`src/rtl/platform_pkg.sv`:
```
// Shared types and default widths for the Wishbone burst reader.
package platform_pkg;

  localparam int WBR_ADDR_WIDTH     = 32;
  localparam int WBR_DATA_WIDTH     = 32;
  localparam int WBR_LEN_WIDTH      = 16;
  localparam int WBR_FIFO_DEPTH_POT = 4;
  localparam int WBR_TIMEOUT_POT    = 10;

  typedef enum logic [1:0] {
    IDLE  = 2'd0,
    ISSUE = 2'd1,
    DRAIN = 2'd2,
    DONE  = 2'd3
  } wb_reader_state_e;

endpackage

```
`src/rtl/sync_fifo.sv`:
```
// Synchronous FIFO with registered head; flush and reset empty it.
// Push while full succeeds only together with a pop.
module sync_fifo #(
  parameter int DATA_WIDTH     = 32,
  parameter int FIFO_DEPTH_POT = 4
) (
  input  logic                      clk_i,
  input  logic                      rst_i,
  input  logic                      flush_i,
  input  logic                      push_i,
  input  logic [DATA_WIDTH-1:0]     wdata_i,
  input  logic                      pop_i,
  output logic [DATA_WIDTH-1:0]     rdata_o,
  output logic [FIFO_DEPTH_POT:0]   count_o,
  output logic                      empty_o
);
  localparam int DEPTH = 1 << FIFO_DEPTH_POT;

  logic [DATA_WIDTH-1:0]     r_mem [DEPTH];
  logic [FIFO_DEPTH_POT-1:0] r_wr;
  logic [FIFO_DEPTH_POT-1:0] r_rd;
  logic [FIFO_DEPTH_POT:0]   r_cnt;
  logic                      w_pop;
  logic                      w_push;

  assign w_pop  = pop_i && (r_cnt != '0);
  assign w_push = push_i && ((r_cnt != (FIFO_DEPTH_POT+1)'(DEPTH)) || w_pop);

  always_ff @(posedge clk_i) begin
    if (rst_i || flush_i) begin
      r_wr  <= '0;
      r_rd  <= '0;
      r_cnt <= '0;
    end else begin
      if (w_push) r_wr <= r_wr + 1'b1;
      if (w_pop)  r_rd <= r_rd + 1'b1;
      case ({w_push, w_pop})
        2'b10:   r_cnt <= r_cnt + 1'b1;
        2'b01:   r_cnt <= r_cnt - 1'b1;
        default: r_cnt <= r_cnt;
      endcase
    end
  end

  always_ff @(posedge clk_i) begin
    if (w_push) r_mem[r_wr] <= wdata_i;
  end

  assign rdata_o = r_mem[r_rd];
  assign count_o = r_cnt;
  assign empty_o = (r_cnt == '0);

endmodule

```
`src/rtl/wb_burst_reader.sv`:
```
// Pipelined Wishbone B4 burst read initiator delivering data on a valid/ready stream.
// Define WB_READER_TIMEOUT_EN to add the ack watchdog.
module wb_burst_reader
  import platform_pkg::*;
#(
  parameter int ADDR_WIDTH     = WBR_ADDR_WIDTH,
  parameter int DATA_WIDTH     = WBR_DATA_WIDTH,
  parameter int LEN_WIDTH      = WBR_LEN_WIDTH,
  parameter int FIFO_DEPTH_POT = WBR_FIFO_DEPTH_POT,
  parameter int TIMEOUT_POT    = WBR_TIMEOUT_POT
) (
  input  logic                    clk_i,
  input  logic                    rst_i,
  input  logic                    start_i,
  input  logic                    abort_i,
  input  logic [ADDR_WIDTH-1:0]   base_addr_i,
  input  logic [LEN_WIDTH-1:0]    len_i,
  output logic                    busy_o,
  output logic                    done_o,
  output logic                    err_o,
  output logic                    wb_cyc_o,
  output logic                    wb_stb_o,
  output logic                    wb_we_o,
  output logic [ADDR_WIDTH-1:0]   wb_addr_o,
  output logic [DATA_WIDTH/8-1:0] wb_sel_o,
  output logic [DATA_WIDTH-1:0]   wb_wdata_o,
  input  logic [DATA_WIDTH-1:0]   wb_rdata_i,
  input  logic                    wb_ack_i,
  input  logic                    wb_stall_i,
  input  logic                    wb_err_i,
  input  logic                    wb_rty_i,
  output logic [DATA_WIDTH-1:0]   data_o,
  output logic                    valid_o,
  input  logic                    ready_i
);
  localparam int DEPTH = 1 << FIFO_DEPTH_POT;
  localparam int CW    = FIFO_DEPTH_POT + 1;

  wb_reader_state_e      r_state, w_next;
  logic [ADDR_WIDTH-1:0] r_addr;
  logic [LEN_WIDTH-1:0]  r_remaining;
  logic [CW-1:0]         r_outstanding;
  logic                  r_err;
  logic                  r_discard;
  logic                  r_abort;

  logic [CW-1:0] w_fifo_count;
  logic [CW:0]   w_inflight;
  logic          w_fifo_empty;
  logic          w_live, w_resp, w_resp_err, w_push, w_pop;
  logic          w_stb, w_accept, w_abort, w_start, w_last, w_timeout, w_flush;

  // Requests only go out while every in-flight word already owns a FIFO slot.
  assign w_inflight = {1'b0, r_outstanding} + {1'b0, w_fifo_count};
  assign w_stb      = (r_state == ISSUE) && (r_remaining != '0) && !r_discard &&
                      (w_inflight < (CW+1)'(DEPTH));
  assign w_accept   = w_stb && !wb_stall_i;
  assign w_last     = w_accept && (r_remaining == LEN_WIDTH'(1));

  assign w_live     = (r_outstanding != '0);
  assign w_resp     = w_live && (wb_ack_i || wb_err_i || wb_rty_i);
  assign w_resp_err = w_live && (wb_err_i || wb_rty_i);
  assign w_push     = w_live && wb_ack_i && !wb_err_i && !wb_rty_i && !r_discard;
  assign w_pop      = valid_o && ready_i;

  assign w_abort    = abort_i && ((r_state == ISSUE) || (r_state == DRAIN));
  assign w_start    = (r_state == IDLE) && start_i && w_fifo_empty;
  assign w_flush    = (r_state == DONE) && r_abort;

`ifdef WB_READER_TIMEOUT_EN
  logic [TIMEOUT_POT-1:0] r_wdog;

  always_ff @(posedge clk_i) begin
    if (rst_i || !w_live || w_resp) r_wdog <= '0;
    else                            r_wdog <= r_wdog + 1'b1;
  end

  assign w_timeout = w_live && !w_resp && (r_wdog == '1);
`else
  logic w_unused_timeout;
  assign w_unused_timeout = ^TIMEOUT_POT;
  assign w_timeout        = 1'b0;
`endif

  always_comb begin
    w_next = r_state;
    case (r_state)
      IDLE:    if (w_start) w_next = (len_i == '0) ? DONE : ISSUE;
      ISSUE: begin
        if (w_timeout) w_next = DONE;
        else if (w_resp_err || w_abort || w_last || (r_remaining == '0)) w_next = DRAIN;
      end
      DRAIN:   if (w_timeout || !w_live) w_next = DONE;
      DONE:    w_next = IDLE;
      default: w_next = IDLE;
    endcase
  end

  always_ff @(posedge clk_i) begin
    if (rst_i) begin
      r_state       <= IDLE;
      r_addr        <= '0;
      r_remaining   <= '0;
      r_outstanding <= '0;
      r_err         <= 1'b0;
      r_discard     <= 1'b0;
      r_abort       <= 1'b0;
    end else begin
      r_state <= w_next;
      if (w_start) begin
        r_addr      <= base_addr_i;
        r_remaining <= len_i;
        r_err       <= 1'b0;
        r_discard   <= 1'b0;
        r_abort     <= 1'b0;
      end else begin
        if (w_accept) begin
          r_addr      <= r_addr + 1'b1;
          r_remaining <= r_remaining - 1'b1;
        end
        if (w_resp_err || w_abort || w_timeout) begin
          r_err     <= 1'b1;
          r_discard <= 1'b1;
        end
        if (w_abort) r_abort <= 1'b1;
      end
      if (w_timeout) r_outstanding <= '0;
      else begin
        case ({w_accept, w_resp})
          2'b10:   r_outstanding <= r_outstanding + 1'b1;
          2'b01:   r_outstanding <= r_outstanding - 1'b1;
          default: r_outstanding <= r_outstanding;
        endcase
      end
    end
  end

  sync_fifo #(
    .DATA_WIDTH     (DATA_WIDTH),
    .FIFO_DEPTH_POT (FIFO_DEPTH_POT)
  ) u_fifo (
    .clk_i   (clk_i),
    .rst_i   (rst_i),
    .flush_i (w_flush),
    .push_i  (w_push),
    .wdata_i (wb_rdata_i),
    .pop_i   (w_pop),
    .rdata_o (data_o),
    .count_o (w_fifo_count),
    .empty_o (w_fifo_empty)
  );

  assign valid_o    = !w_fifo_empty;
  assign busy_o     = (r_state != IDLE);
  assign done_o     = (r_state == DONE);
  assign err_o      = r_err;
  assign wb_cyc_o   = (r_state == ISSUE) || ((r_state == DRAIN) && w_live);
  assign wb_stb_o   = w_stb;
  assign wb_we_o    = 1'b0;
  assign wb_addr_o  = r_addr;
  assign wb_sel_o   = '1;
  assign wb_wdata_o = '0;

endmodule

```
`config.mk`:
```
export PLATFORM = sky130hd
export DESIGN_NAME = wb_burst_reader
export DESIGN_NICKNAME = d
export VERILOG_FILES = /design/src/rtl/platform_pkg.sv /design/src/rtl/sync_fifo.sv /design/src/rtl/wb_burst_reader.sv
export SDC_FILE = /design/constraint.sdc
export NUM_CORES = 1
export LEC_CHECK = 0
export ABC_AREA = 1
export BUFFER_PORTS_ARGS = -buffer_cell sky130_fd_sc_hd__buf_2
export CELL_PAD_IN_SITES_DETAIL_PLACEMENT = 0
export CELL_PAD_IN_SITES_GLOBAL_PLACEMENT = 2
export CORE_MARGIN = 5
export CORE_UTILIZATION = 37
export DETAILED_ROUTE_END_ITERATION = 10
export PLACE_DENSITY = 0.72
export SYNTH_ARGS = -nofsm -noshare
export SYNTH_HDL_FRONTEND = slang
export SYNTH_SLANG_ARGS = --single-unit
```
`constraint.sdc`:
```
create_clock -name clk_i -period 3.1 [get_ports clk_i]
set_clock_uncertainty 0.15 [all_clocks]
set_input_delay 0.155 -clock clk_i [delete_from_list [all_inputs] [get_ports clk_i]]
set_output_delay 0.155 -clock clk_i [all_outputs]
set_load 0.05 [all_outputs]
```
Word-level counts from Yosys, hierarchy flattened:

Memories as Yosys holds them, arrays and structs flattened. A register that Yosys moved wholly into a read port is not among the register bits.
Cells that the tools add are included.

* logic and storage cells: 94
* bits in writable memories: 512
* bits of input ports: 89
* memory bits (read-only): 0
* bits in latches: 0
* memories: 1
* flip-flop bits (word level): 70
* output and inout bits: 107

* add/subtract/negate cells: 9
* multipliers: 0
* reductions and logical operators: 47
* eq/ne operators: 12
* multiplexer cells: 15
* order comparisons: 1
* divide/modulo/power cells: 0
* bitwise logic cells: 0
* shifts and indexed selects: 0

Memories
* u_fifo.r_mem: depth 16, bits a word 32, rd ports 1, clocked after memory_dff 1, write ports 1, RTL line sync_fifo.sv:19 `logic [DATA_WIDTH-1:0] r_mem [DEPTH];`

Operator list (number)
* two-way mux 32 bit: 2
* adder 32 x 1 -> 32 bit, second input constant: 1
* logical NOT 16 bit: 2
* two-way mux 16 bit: 2
* case mux 5 bit (2 select lines): 2
* logical AND 1 bit: 19
* equality test 16 x 1 -> 1 bit, second input constant: 1
* nonzero test 16 bit: 1
* subtractor 16 x 1 -> 16 bit, second input constant: 1
* adder 5 x 1 -> 5 bit, second input constant: 2
* logical OR 1 bit: 10
* nonzero test 5 bit: 2
* subtractor 5 x 1 -> 5 bit, second input constant: 2
* adder 4 x 1 -> 4 bit, second input constant: 2
* equality test 2 bit, second input constant: 4
* two-way mux 2 bit: 4
* two-way mux 4 bit: 2
* case mux 2 bit (4 select lines): 1
* nonzero test 2 bit: 4
* adder 5 x 5 -> 6 bit: 1
* equality test 2 x 1 -> 1 bit, second input constant: 3
* less-than comparator 6 x 5 -> 1 bit, second input constant: 1
* logical NOT 1 bit: 5
* logical NOT 5 bit: 1
* other kinds (7): 9

Depth between registers and ports, before layout:

Gate-level depths: netlist of run 1.

* depth after elaboration: 10
* gate-level depth with buffers: 19
* depth with buffers taken out: 17

Modules after synthesis:

A second synthesis of run 1 with hierarchy kept.

* cell total of the unflattened synthesis: 2474
* area total of the unflattened synthesis: 26482.9 µm²

By module, submodules not included
* sync_fifo: cells each 1746, times used 1, seq. area each 15715.1 µm², area an instance 21879.7 µm²
* wb_burst_reader: cells each 728, times used 1, seq. area each 1141.1 µm², area an instance 4603.2 µm²

Least setup slack after synthesis of run 1:

OpenSTA, ideal clock, no wires.

* path type: reg2reg
* start point: register r_discard
* end point: memory u_fifo.r_mem[11][0] (enable)
* setup slack: 0.024 ns
* stages on the path, launching flop included: 8
* required time: 2.529 ns
* clock period less this slack: 3.076 ns
* arrival time: 2.505 ns
* buffers on the path: 0
* library setup time: 0.421 ns
* cells stage by stage: dfxtp_1 > inv_1 > nand2_1 > nor2_1 > nand3_2 > nor2_1 > nand2_1 > nor2_1

* cells in the longest elaborated chain, start to end: 5

Ends and longest elaborated chain
* start: declaration: RTL line wb_burst_reader.sv:44 `logic r_discard;`
* start signal: assignment: RTL line wb_burst_reader.sv:106 `r_discard <= 1'b0;`
* start signal: assignment: RTL line wb_burst_reader.sv:114 `r_discard <= 1'b0;`
* start signal: assignment: RTL line wb_burst_reader.sv:123 `r_discard <= 1'b1;`
* logical NOT 1 bit: RTL line wb_burst_reader.sv:63 `assign w_push = w_live && wb_ack_i && !wb_err_i && !wb_rty_i && !r_discard;`
* logical AND 1 bit: RTL line wb_burst_reader.sv:63
* logical AND 1 bit: RTL line sync_fifo.sv:27 `assign w_push = push_i && ((r_cnt != (FIFO_DEPTH_POT+1)'(DEPTH)) || w_pop);`
* two-way mux 1 bit: RTL line sync_fifo.sv:46 `if (w_push) r_mem[r_wr] <= wdata_i;`
* two-way mux 1 bit (implied by the code): RTL line sync_fifo.sv:46
* end: declaration: RTL line sync_fifo.sv:19

No other way between the ends.

==> flow_metrics.tcl, run 1 <==
set metrics [dict create \
    gr-usage-all-layers_pct 18.7 \
    cts_tree "done" \
    grtUsageMet3_pct 2.69 \
    ios 196 \
    ys.flop_type "edfxtp_1" \
    drtIter0Drc 1398 \
    fillers 6376 \
    use_met2_pct 30.7 \
    crit_fanout 35 \
    htreeDepth 3 \
    finalSetupViolations 0 \
    wl_per_cell_um 20.3 \
    max_freq_mhz 339 \
    slew_headroom_pct 50.6 \
    tns_ps 0 \
    gp_congestion 0.833 \
    period_needed_ps 2950 \
    slew_viol_final 0 \
    portBuffers 158 \
    die_width_um 274 \
    period_share_pct 95.2 \
    required_ps 2790 \
    synth.most_common_cell "edfxtp_1" \
    vias 17628 \
    synth.cell_area_sq_um 25800 \
    dieArea_sq_um 75100 \
    drc 0 \
    cts.sinks 586 \
    grt_start_max_net_pins 108 \
    synth_seq_area_share_pct 65.3 \
    ys_ff_latch 586 \
    die_h_um 274 \
    hold_viol 0 \
    worstSetupPathType "flop to output pin" \
    nets 2622 \
    cts_root_buffer "clkbuf_16" \
    synth_edf_count 512 \
    antenna_found_initial 4 \
    arrival_ps 2650 \
    vias_per_cell 5.05 \
    powerDensity_nw_per_um2 852 \
    p_total_mw 26.4 \
    drive_above_1_share_pct 13.9 \
    netlist_instances 2250 \
    drtAntennaViolNets 0 \
    ir_drop_v 0.000403 \
    start_util_pct 37.5 \
    grt_pass1_vias 17506 \
    endpoint_kind "output pin" \
    hpwl_um 41300 \
    area_delta_synth_final_pct 20.3 \
    cts_buffers 67 \
    p_leak_nw 11.2 \
    grt.overflow.total 0 \
    drt_wl_total_um 71000 \
    yosys.cell_types.count 41 \
    insertion_delay_ps 590 \
    status "finished clean" \
    tightestPinTransition_ps 736 \
    synth_top_area_cell "edfxtp_1" \
    synthTopCellsByCount "512 x edfxtp_1, 250 x nand2_1, 219 x inv_1, 189 x nor2_1, 187 x o21ai_0" \
    drv_cap 0 \
    cp-start-kind "flop" \
    grt_first_pass_wirelength_um 107000 \
    ys_warn_count 0 \
    grt_use_met1_pct 26.2 \
    syn_avg_cell_area_sq_um 11.5 \
    holdWs_ps 78.6 \
    rsz0062_at_grt "true" \
    firstDrtPassIters 7 \
    core_sq_um 68800 \
    synth_area_leaders "edfxtp_1 60%, dfxtp_1 5.7%, mux2i_1 5.0%" \
    busiest_layer "met2" \
    hp-class "primary input to flop" \
    clk_path_buf_depth 3 \
    cts.reportedPaths.clkPinSlew_ps 60 \
    synth.top_cell.area_share_pct 59.6 \
    synthArstFlopShare_pct 0 \
    rows 96 \
]
==> cells by family after synthesis <==
| kind of cell | Yosys count | synth area share (%) |
|---|---|---|
| compound gates | 500 | 11.0 |
| xor+xnor | 26 | 0.883 |
| fa+ha+maj | 25 | 1.27 |
| buf+inv | 377 | 6.51 |
| flops | 586 | 65.3 |
| mux | 128 | 4.97 |
| other cells | 2 | 0.0291 |
| simple gates | 606 | 9.97 |
==> sequential cells by signal, indices dropped and copies added (netlist names), named ones only <==
name and flops:
r_abort 1, r_discard 1, r_outstanding 5, r_remaining 16
r_state 2, u_fifo.count_o 5, u_fifo.r_mem 512, u_fifo.r_rd 4
u_fifo.r_wr 4, wb_addr_o 32
==> cell type report <==
class	instances	area (sq um)	area share, %
well taps	931	1160	3.75
clock buffers	88	1800	5.79
inverters	222	836	2.69
repair buffers	309	2420	7.80
flip-flops and latches	586	16900	54.3
multi-input cells	1322	7560	24.3
diodes	2	5.00	0.0161
clock inverters	34	392	1.26
==> cells in the final DEF, fill, tap and decap left out, types with 3 or more instances in the layout <==
master           n
clkbuf_1        18
dfxtp_4          3
o211ai_1       128
conb_1          37
or2_2            3
dfxtp_1         69
nor2_1         173
buf_4           41
clkbuf_16       68
nand2_1        250
a21oi_1        174
inv_1          216
inv_2            4
nand3b_1         3
nor2_2           5
buf_12          22
mux2i_1        128
ha_1            21
nor2_4          17
buf_2          158
clkinv_8         3
clkinv_1        19
edfxtp_1       512
xnor2_1          8
bufinv_16        8
xor2_1          18
o21ai_0        187
nand3_1        109
dlygate4sd3_1   88
nand4_1          9
nor3_1          23
==> worst paths after layout <==
check | slack [ps] | to | startpoint | cells past startpoint
setup reg to reg | 210 | r_outstanding[4] | r_remaining[1] | 16
setup / recovery | 150 | data_o[7] | flop | 7
hold reg to reg | 340 | r_outstanding[0] | r_outstanding[0] | 1
hold / removal | 80 | r_remaining[8] | start_i | 5
==> critical path: stages, from the launching register on <==
cell and delay [ps]:
dfxtp_4 610, buf_4 520, a21oi_1 70, o21ai_0 100, o211ai_1 110, o211ai_1 150, nand2_1 220, buf_2 280
==> per-layer routing <==
layer | part of all wire (%) | wire length, um | up-vias
met1 | 46 | 32400 | 8675
met2 | 48 | 33800 | 421
li1 | - | - | 8427
met4 | 1.9 | 1360 | 4
met5 | 0.030 | 21 | -
met3 | 4.8 | 3430 | 101
==> repair_timing <==
action | in CTS | in global routing
gates resized for setup | 0 | 8
hold endpoints to repair | 575 | 0
setup buffers | 0 | 0
hold buffers | 88 | 0
setup endpoints to repair | 0 | 4
==> stage by stage <==
stage	cells	cell area (sq um)	setup WS, ps	utilization (%)
2_1_floorplan	2285	25900	24.2	-
3_3_place_gp	3282	27900	34.0	40.6
3_5_place_dp	3282	27900	41.3	40.6
4_1_cts	3492	31000	23.9	45.0
5_1_grt	3492	31000	-25.4	45.1
6_report	3494	31000	149	45.1
==> where the power goes <==
part	internal, mW	total (mW)	switching [mW]
Combinational	2.86	9.05	6.19
Sequential	8.99	9.50	0.515
Clock	4.76	7.89	3.13
Total	16.6	26.4	9.84
Note: power is estimated with default switching activity, not from simulation.
==> inputs of run 2 (changes only) <==
- ABC_AREA: 1 -> unset
- CORE_ASPECT_RATIO: unset -> 1.4
- CORE_UTILIZATION: 37 -> 41
==> run 2 against run 1 <==
Compared with the run above:
- global-route usage fell by 1.4 points
- sequential power fell by 0.8%
- register-to-register slack got worse by 60 ps
- sequential share of layout area rose by 3.8 points
- largest power group unchanged
- highest routed layer unchanged
==> flow_metrics.tcl, run 2 <==
set metrics [dict create \
    status "finished clean" \
    nets 1715 \
    placed_area_sq_um 26200 \
    syn_avg_cell_area_sq_um 18.5 \
    crit_path_top_delay_cell "mux4_2" \
    largest_register "u_fifo.r_mem" \
    insertion_delay_ps 600 \
    arrival_ps 2740 \
    cts_tree "done" \
    wl_per_cell_um 23.2 \
    hp-class "primary input to flop" \
    synth_edf_count 512 \
    p_leak_nw 9.48 \
    synth_top_area_cell "edfxtp_1" \
    crit_buf_inv 2 \
    ir_drop_v 0.000670 \
    dieArea_sq_um 63400 \
    ios 196 \
    grt.overflow.total 0 \
    drc 0 \
    ys.flop_type "edfxtp_1" \
    drtIter0Drc 816 \
    worstSetupPathType "flop to output pin" \
    endpoint_kind "output pin" \
    p_total_mw 22.8 \
    worstHoldPathCells 7 \
    hold_start "wb_err_i" \
    cp-start-kind "flop" \
    cts.reportedPaths.clkPinSlew_ps 60 \
    synthArstFlopShare_pct 0 \
    slew_viol_final 0 \
    synth.area.mux_share_pct 15.3 \
    crit_path_max_incr_delay_ps 550 \
    cts_setup_buffers 0 \
    reg2reg_slack_ps 150 \
    period_share_pct 98.3 \
    synth_top_family_by_area "multiplexers" \
    synth_area_leaders "edfxtp_1 64%, mux4_2 15%, dfxtp_1 6.2%" \
    drive_above_1_share_pct 31.1 \
    htreeDepth 2 \
    clk_path_buf_depth 3 \
    crit_family "multiplexers" \
    min_to "u_fifo.r_wr[3]" \
    netlist_instances 1296 \
    ys_ff_latch 586 \
    pre_cts_slack_ps -61.1 \
    antenna_found_initial 4 \
    cts_root_buffer "clkbuf_16" \
    rows 104 \
    finalSetupViolations 0 \
    max_freq_mhz 328 \
    grt_start_max_net_pins 84 \
    synth_fa_ha_area_share_pct 1.37 \
    yosys.cell_types.count 65 \
    die_h_um 296 \
    slew_headroom_pct 40.8 \
    yosys.area_share.simple_pct 5.47 \
    critical_path.cell_chain "buf_16 -> mux4_2 -> mux4_2 -> buf_2" \
    final_common_cell "edfxtp_1" \
    drtAntennaViolNets 0 \
    synthTopCellsByCount "512 x edfxtp_1, 160 x mux4_2, 83 x nor2_1, 74 x dfxtp_1, 40 x clkbuf_1" \
    crit_fanout 31 \
    synth.cell_area_sq_um 23900 \
    layout_common_cells "512 x edfxtp_1, 160 x mux4_2, 155 x buf_2" \
    dp.cells 2192 \
    tightestPinTransition_ps 881 \
    tns_ps 0 \
    synth_seq_area_share_pct 70.4 \
    core_sq_um 57600 \
    synth_compound_area_share_pct 3.14 \
    drt_wl_total_um 55500 \
    drv_cap 0 \
    period_needed_ps 3050 \
    portBuffers 158 \
    worstReg2RegEnd "r_outstanding[4]" \
    synth.most_common_cell "edfxtp_1" \
    powerDensity_nw_per_um2 785 \
    area_delta_synth_final_pct 21.2 \
    grt_pass1_vias 13752 \
    rsz0062_at_grt "true" \
    hold_viol 0 \
    synth.top_cell.area_share_pct 64.2 \
    setup_ws_ps 53.0 \
    path_common_cell "mux4_2" \
    grt_first_pass_wirelength_um 84700 \
    required_ps 2790 \
    ys_warn_count 0 \
    gr-usage-all-layers_pct 17.3 \
    largest_register_ffs 512 \
    synthXorXnorAreaFrac_pct 1.65 \
    cts.sinks 586 \
    fin_cells 2388 \
    vias_per_cell 5.39 \
    die_width_um 214 \
    start_util_pct 41.5 \
    r2r-start "r_remaining[2]" \
    r2r_cells 14 \
    fin_area_sq_um 29000 \
    firstDrtPassIters 5 \
    cts_buffers 55 \
    gp_congestion 0.800 \
    hpwl_um 33100 \
    fillers 4701 \
    vias 12878 \
]
-- run 2: power by group --
group	switching [mW]	internal [mW]	total [mW]
Clock	2.92	3.76	6.68
Sequential	0.468	8.96	9.42
Combinational	3.99	2.68	6.68
Total	7.38	15.4	22.8
-- run 2: worst max path at each step --
stage	depth (start not counted)	slack, ps	from	endpoint
floorplan	5	-390	r_discard	u_fifo.r_mem[10][0]
global placement	14	-70	r_remaining[8]	r_outstanding[4]
detailed placement	14	-60	r_remaining[8]	r_outstanding[4]
CTS	4	0.3	flop	data_o[15]
global route	14	-100	r_remaining[2]	r_outstanding[4]
finish	4	50	flop	data_o[29]
-- run 2: timing repair --
action / in CTS / in global routing
resized for setup: 5 / 14
hold endpoints to repair: 572 / 0
setup endpoints to repair: 5 / 21
hold buffers: 92 / 0
pin swaps: 2 / 3
gates cloned: 0 / 2
-- run 2: layout make-up --
type                            instances  area [sq um]  share of cell area, %
Inverter                               26          97.6                  0.336
Multi-Input combinational cell        620          6780                   23.4
Antenna cell                            3          7.51                 0.0259
Tap cell                              742           928                   3.20
Clock inverter                         29           343                   1.18
Timing Repair Buffer                  312          2540                   8.74
Sequential cell                       586         16900                   58.1
Clock buffer                           70          1450                   5.01
-- run 2: worst reg2reg max path: stages, from the launching register on --
cell      delay, ps
dfxtp_1         360
nor4_2          300
nand3_1         190
o211ai_4        210
nor2_2           60
inv_1            80
ha_2            210
inv_1            80
fa_1            380
nor2b_1         180
o21ai_1         100
and3_1          190
nor3_2          130
xnor2_1         140
nor2_1           50
-- run 2: kinds of logic after synthesis --
| logic type | count (synthesis) |
|---|---|
| XOR/XNOR | 45 |
| flip-flops | 586 |
| AO/OA/AOI/OAI | 100 |
| adder cells (fa/ha/maj) | 25 |
| multiplexers | 166 |
| AND/OR/NAND/NOR | 247 |
| other | 2 |
| buffers and inverters | 125 |
-- run 2: stage by stage --
step	util, %	hold WS (ps)
5_1_grt	50.3	144
4_1_cts	50.1	83.1
6_report	50.3	101
2_1_floorplan	-	104
3_3_place_gp	45.4	201
3_5_place_dp	45.4	205
-- run 2: routing by layer --
| layer | vias to the layer above | part of all wire [%] | track usage [%] |
|---|---|---|---|
| li1 | 5795 | - | - |
| met5 | - | 0.023 | 0 |
| met2 | 364 | 53 | 31.5 |
| met4 | 2 | 2.4 | 4.81 |
| met3 | 77 | 5.5 | 3.31 |
| met1 | 6640 | 39 | 21.4 |
==> inputs of run 3 (changes only) <==
- BUFFER_PORTS_ARGS: -buffer_cell sky130_fd_sc_hd__buf_2 -> unset
- CORE_MARGIN: 5 -> unset
- CORE_UTILIZATION: 41 -> 43
- DONT_BUFFER_PORTS: unset -> 1
- PLACE_DENSITY: 0.72 -> 0.71
==> run 3 against run 2 <==
Compared with the run above:
- via count decreased by 1.8%
- largest power group unchanged
- utilization increased by 2.3 points
- cell area about the same
==> flow_metrics.tcl, run 3 (same netlist as run 2, synthesis figures left out) <==
set metrics [dict create \
    status "finished clean" \
    nets 1632 \
    cts_buffers 54 \
    cts_tree "done" \
    gp_congestion 0.790 \
    grt_first_pass_wirelength_um 82600 \
    slew_viol_final 0 \
    powerDensity_nw_per_um2 798 \
    grt_start_max_net_pins 61 \
    max_freq_mhz 339 \
    p_comb_share_pct 29.5 \
    rows 102 \
    drt_wl_total_um 55200 \
    period_share_pct 95.3 \
    crit_fanout 34 \
    core_sq_um 55100 \
    vias 12650 \
    critical_path.cell_chain "buf_16 -> mux4_2 -> mux4_2" \
    cts.sinks 586 \
    fin_area_sq_um 29000 \
    wl_per_cell_um 24.1 \
    power.switching_fraction_pct 32.0 \
    drv_cap 0 \
    arrival_ps 2650 \
    cts_root_buffer "clkbuf_16" \
    drtIter0Drc 764 \
    portBuffers 0 \
    rsz0062_at_grt "true" \
    hp-class "primary input to flop" \
    largest_register_ffs 512 \
    insertion_delay_ps 590 \
    grtUsageMet3_pct 3.36 \
    cts.reportedPaths.clkPinSlew_ps 60 \
    tightestPinTransition_ps 660 \
    die_h_um 281 \
    slew_headroom_pct 55.9 \
    final_common_cell "edfxtp_1" \
    drive_above_1_share_pct 25.4 \
    drc 0 \
    start_util_pct 43.4 \
    die_width_um 201 \
    intPower_mw 15.8 \
    seq_power_share_pct 40.9 \
    use_met2_pct 36.0 \
    crit_path_top_delay_cell "mux4_2" \
    ir_drop_v 0.000731 \
    grt_use_met1_pct 23.4 \
    crit_path_max_incr_delay_ps 670 \
    p_sw_mw 7.42 \
    clk_path_buf_depth 3 \
    vias_per_cell 5.52 \
    busiest_layer "met2" \
    firstDrtPassIters 5 \
    worstSetupPathType "flop to output pin" \
    layout_common_cells "512 x edfxtp_1, 160 x mux4_2, 126 x dlygate4sd3_1" \
    hold_viol 0 \
    antenna_found_initial 2 \
    required_ps 2790 \
    p_leak_nw 9.28 \
    ios 196 \
    hpwl_um 32600 \
    grt_pass1_vias 13323 \
    power_frac_clock_pct 29.6 \
    placed_area_sq_um 25800 \
    cp-start-kind "flop" \
    drtAntennaViolNets 0 \
    grt.overflow.total 0 \
    period_needed_ps 2950 \
    dieArea_sq_um 56600 \
    endpoint_kind "output pin" \
    area_delta_synth_final_pct 21.3 \
    htreeDepth 2 \
    path_common_cell "mux4_2" \
    finish.utilization_pct 52.7 \
    gr-usage-all-layers_pct 19.7 \
    largest_register "u_fifo.r_mem" \
    finalSetupViolations 0 \
]
## run 3: per-stage QoR
stage / hold WS (ps) / worst slack [ps] / setup TNS (ps) / total power, mW / std cells
4_1_cts: 3.25 / -1.99 / -1.99 / 23.3 / 2283
2_1_floorplan: 104 / -393 / -140880 / 14.3 / 1331
3_3_place_gp: 85.2 / 5.95 / 0 / 15.9 / 2055
6_report: 13.5 / 146 / 0 / 23.2 / 2292
3_5_place_dp: 86.1 / 25.5 / 0 / 15.9 / 2055
5_1_grt: 56.3 / -61.0 / -61.0 / 24.2 / 2291
## run 3: area by class of cell
class,count,area [sq um]
clock buffer,63,1410
multi-input combinational,620,6790
tap,728,911
sequential,586,16900
antenna,1,2.50
clock inverter,38,432
fill,4509,26100
timing repair buffer,230,2520
inverter,26,97.6
## run 3: worst paths after layout
kind | from | endpoint | slack (ps) | depth (start not counted)
worst max register to register | r_outstanding[2] | r_outstanding[4] | 150 | 15
worst min-delay path | len_i[11] | r_state[1] | 10 | 6
worst max-delay path | flop | data_o[24] | 150 | 3
worst min register to register | u_fifo.r_rd[1] | flop | 340 | 2
## run 3: routing by layer
layer	vias to the layer above	wire [um]
li1	5626	-
met1	6566	20900
met2	375	29800
met3	81	2960
met4	2	1490
met5	-	13
## run 3: worst max-delay path: cells and delay by family, from the launching register on
kind | cells | cell delay [ps]
mux | 2 | 1230
buf+inv | 1 | 300
flops | 1 | 510
## run 3: power groups by stage
stage	clock network (mW)	logic (mW)	registers, mW
floorplan	0	4.22	10.0
global placement	0	6.24	9.63
detailed placement	0	6.24	9.64
CTS	7.03	6.75	9.47
global route	7.30	7.32	9.53
finish	6.87	6.83	9.49
## run 3: repair_timing
action	in CTS	in global routing
endpoints found under the hold margin	586	0
cloned	0	1
endpoints found under the setup margin	8	21
setup buffers	0	7
hold buffers	127	0
gates resized for setup	3	9
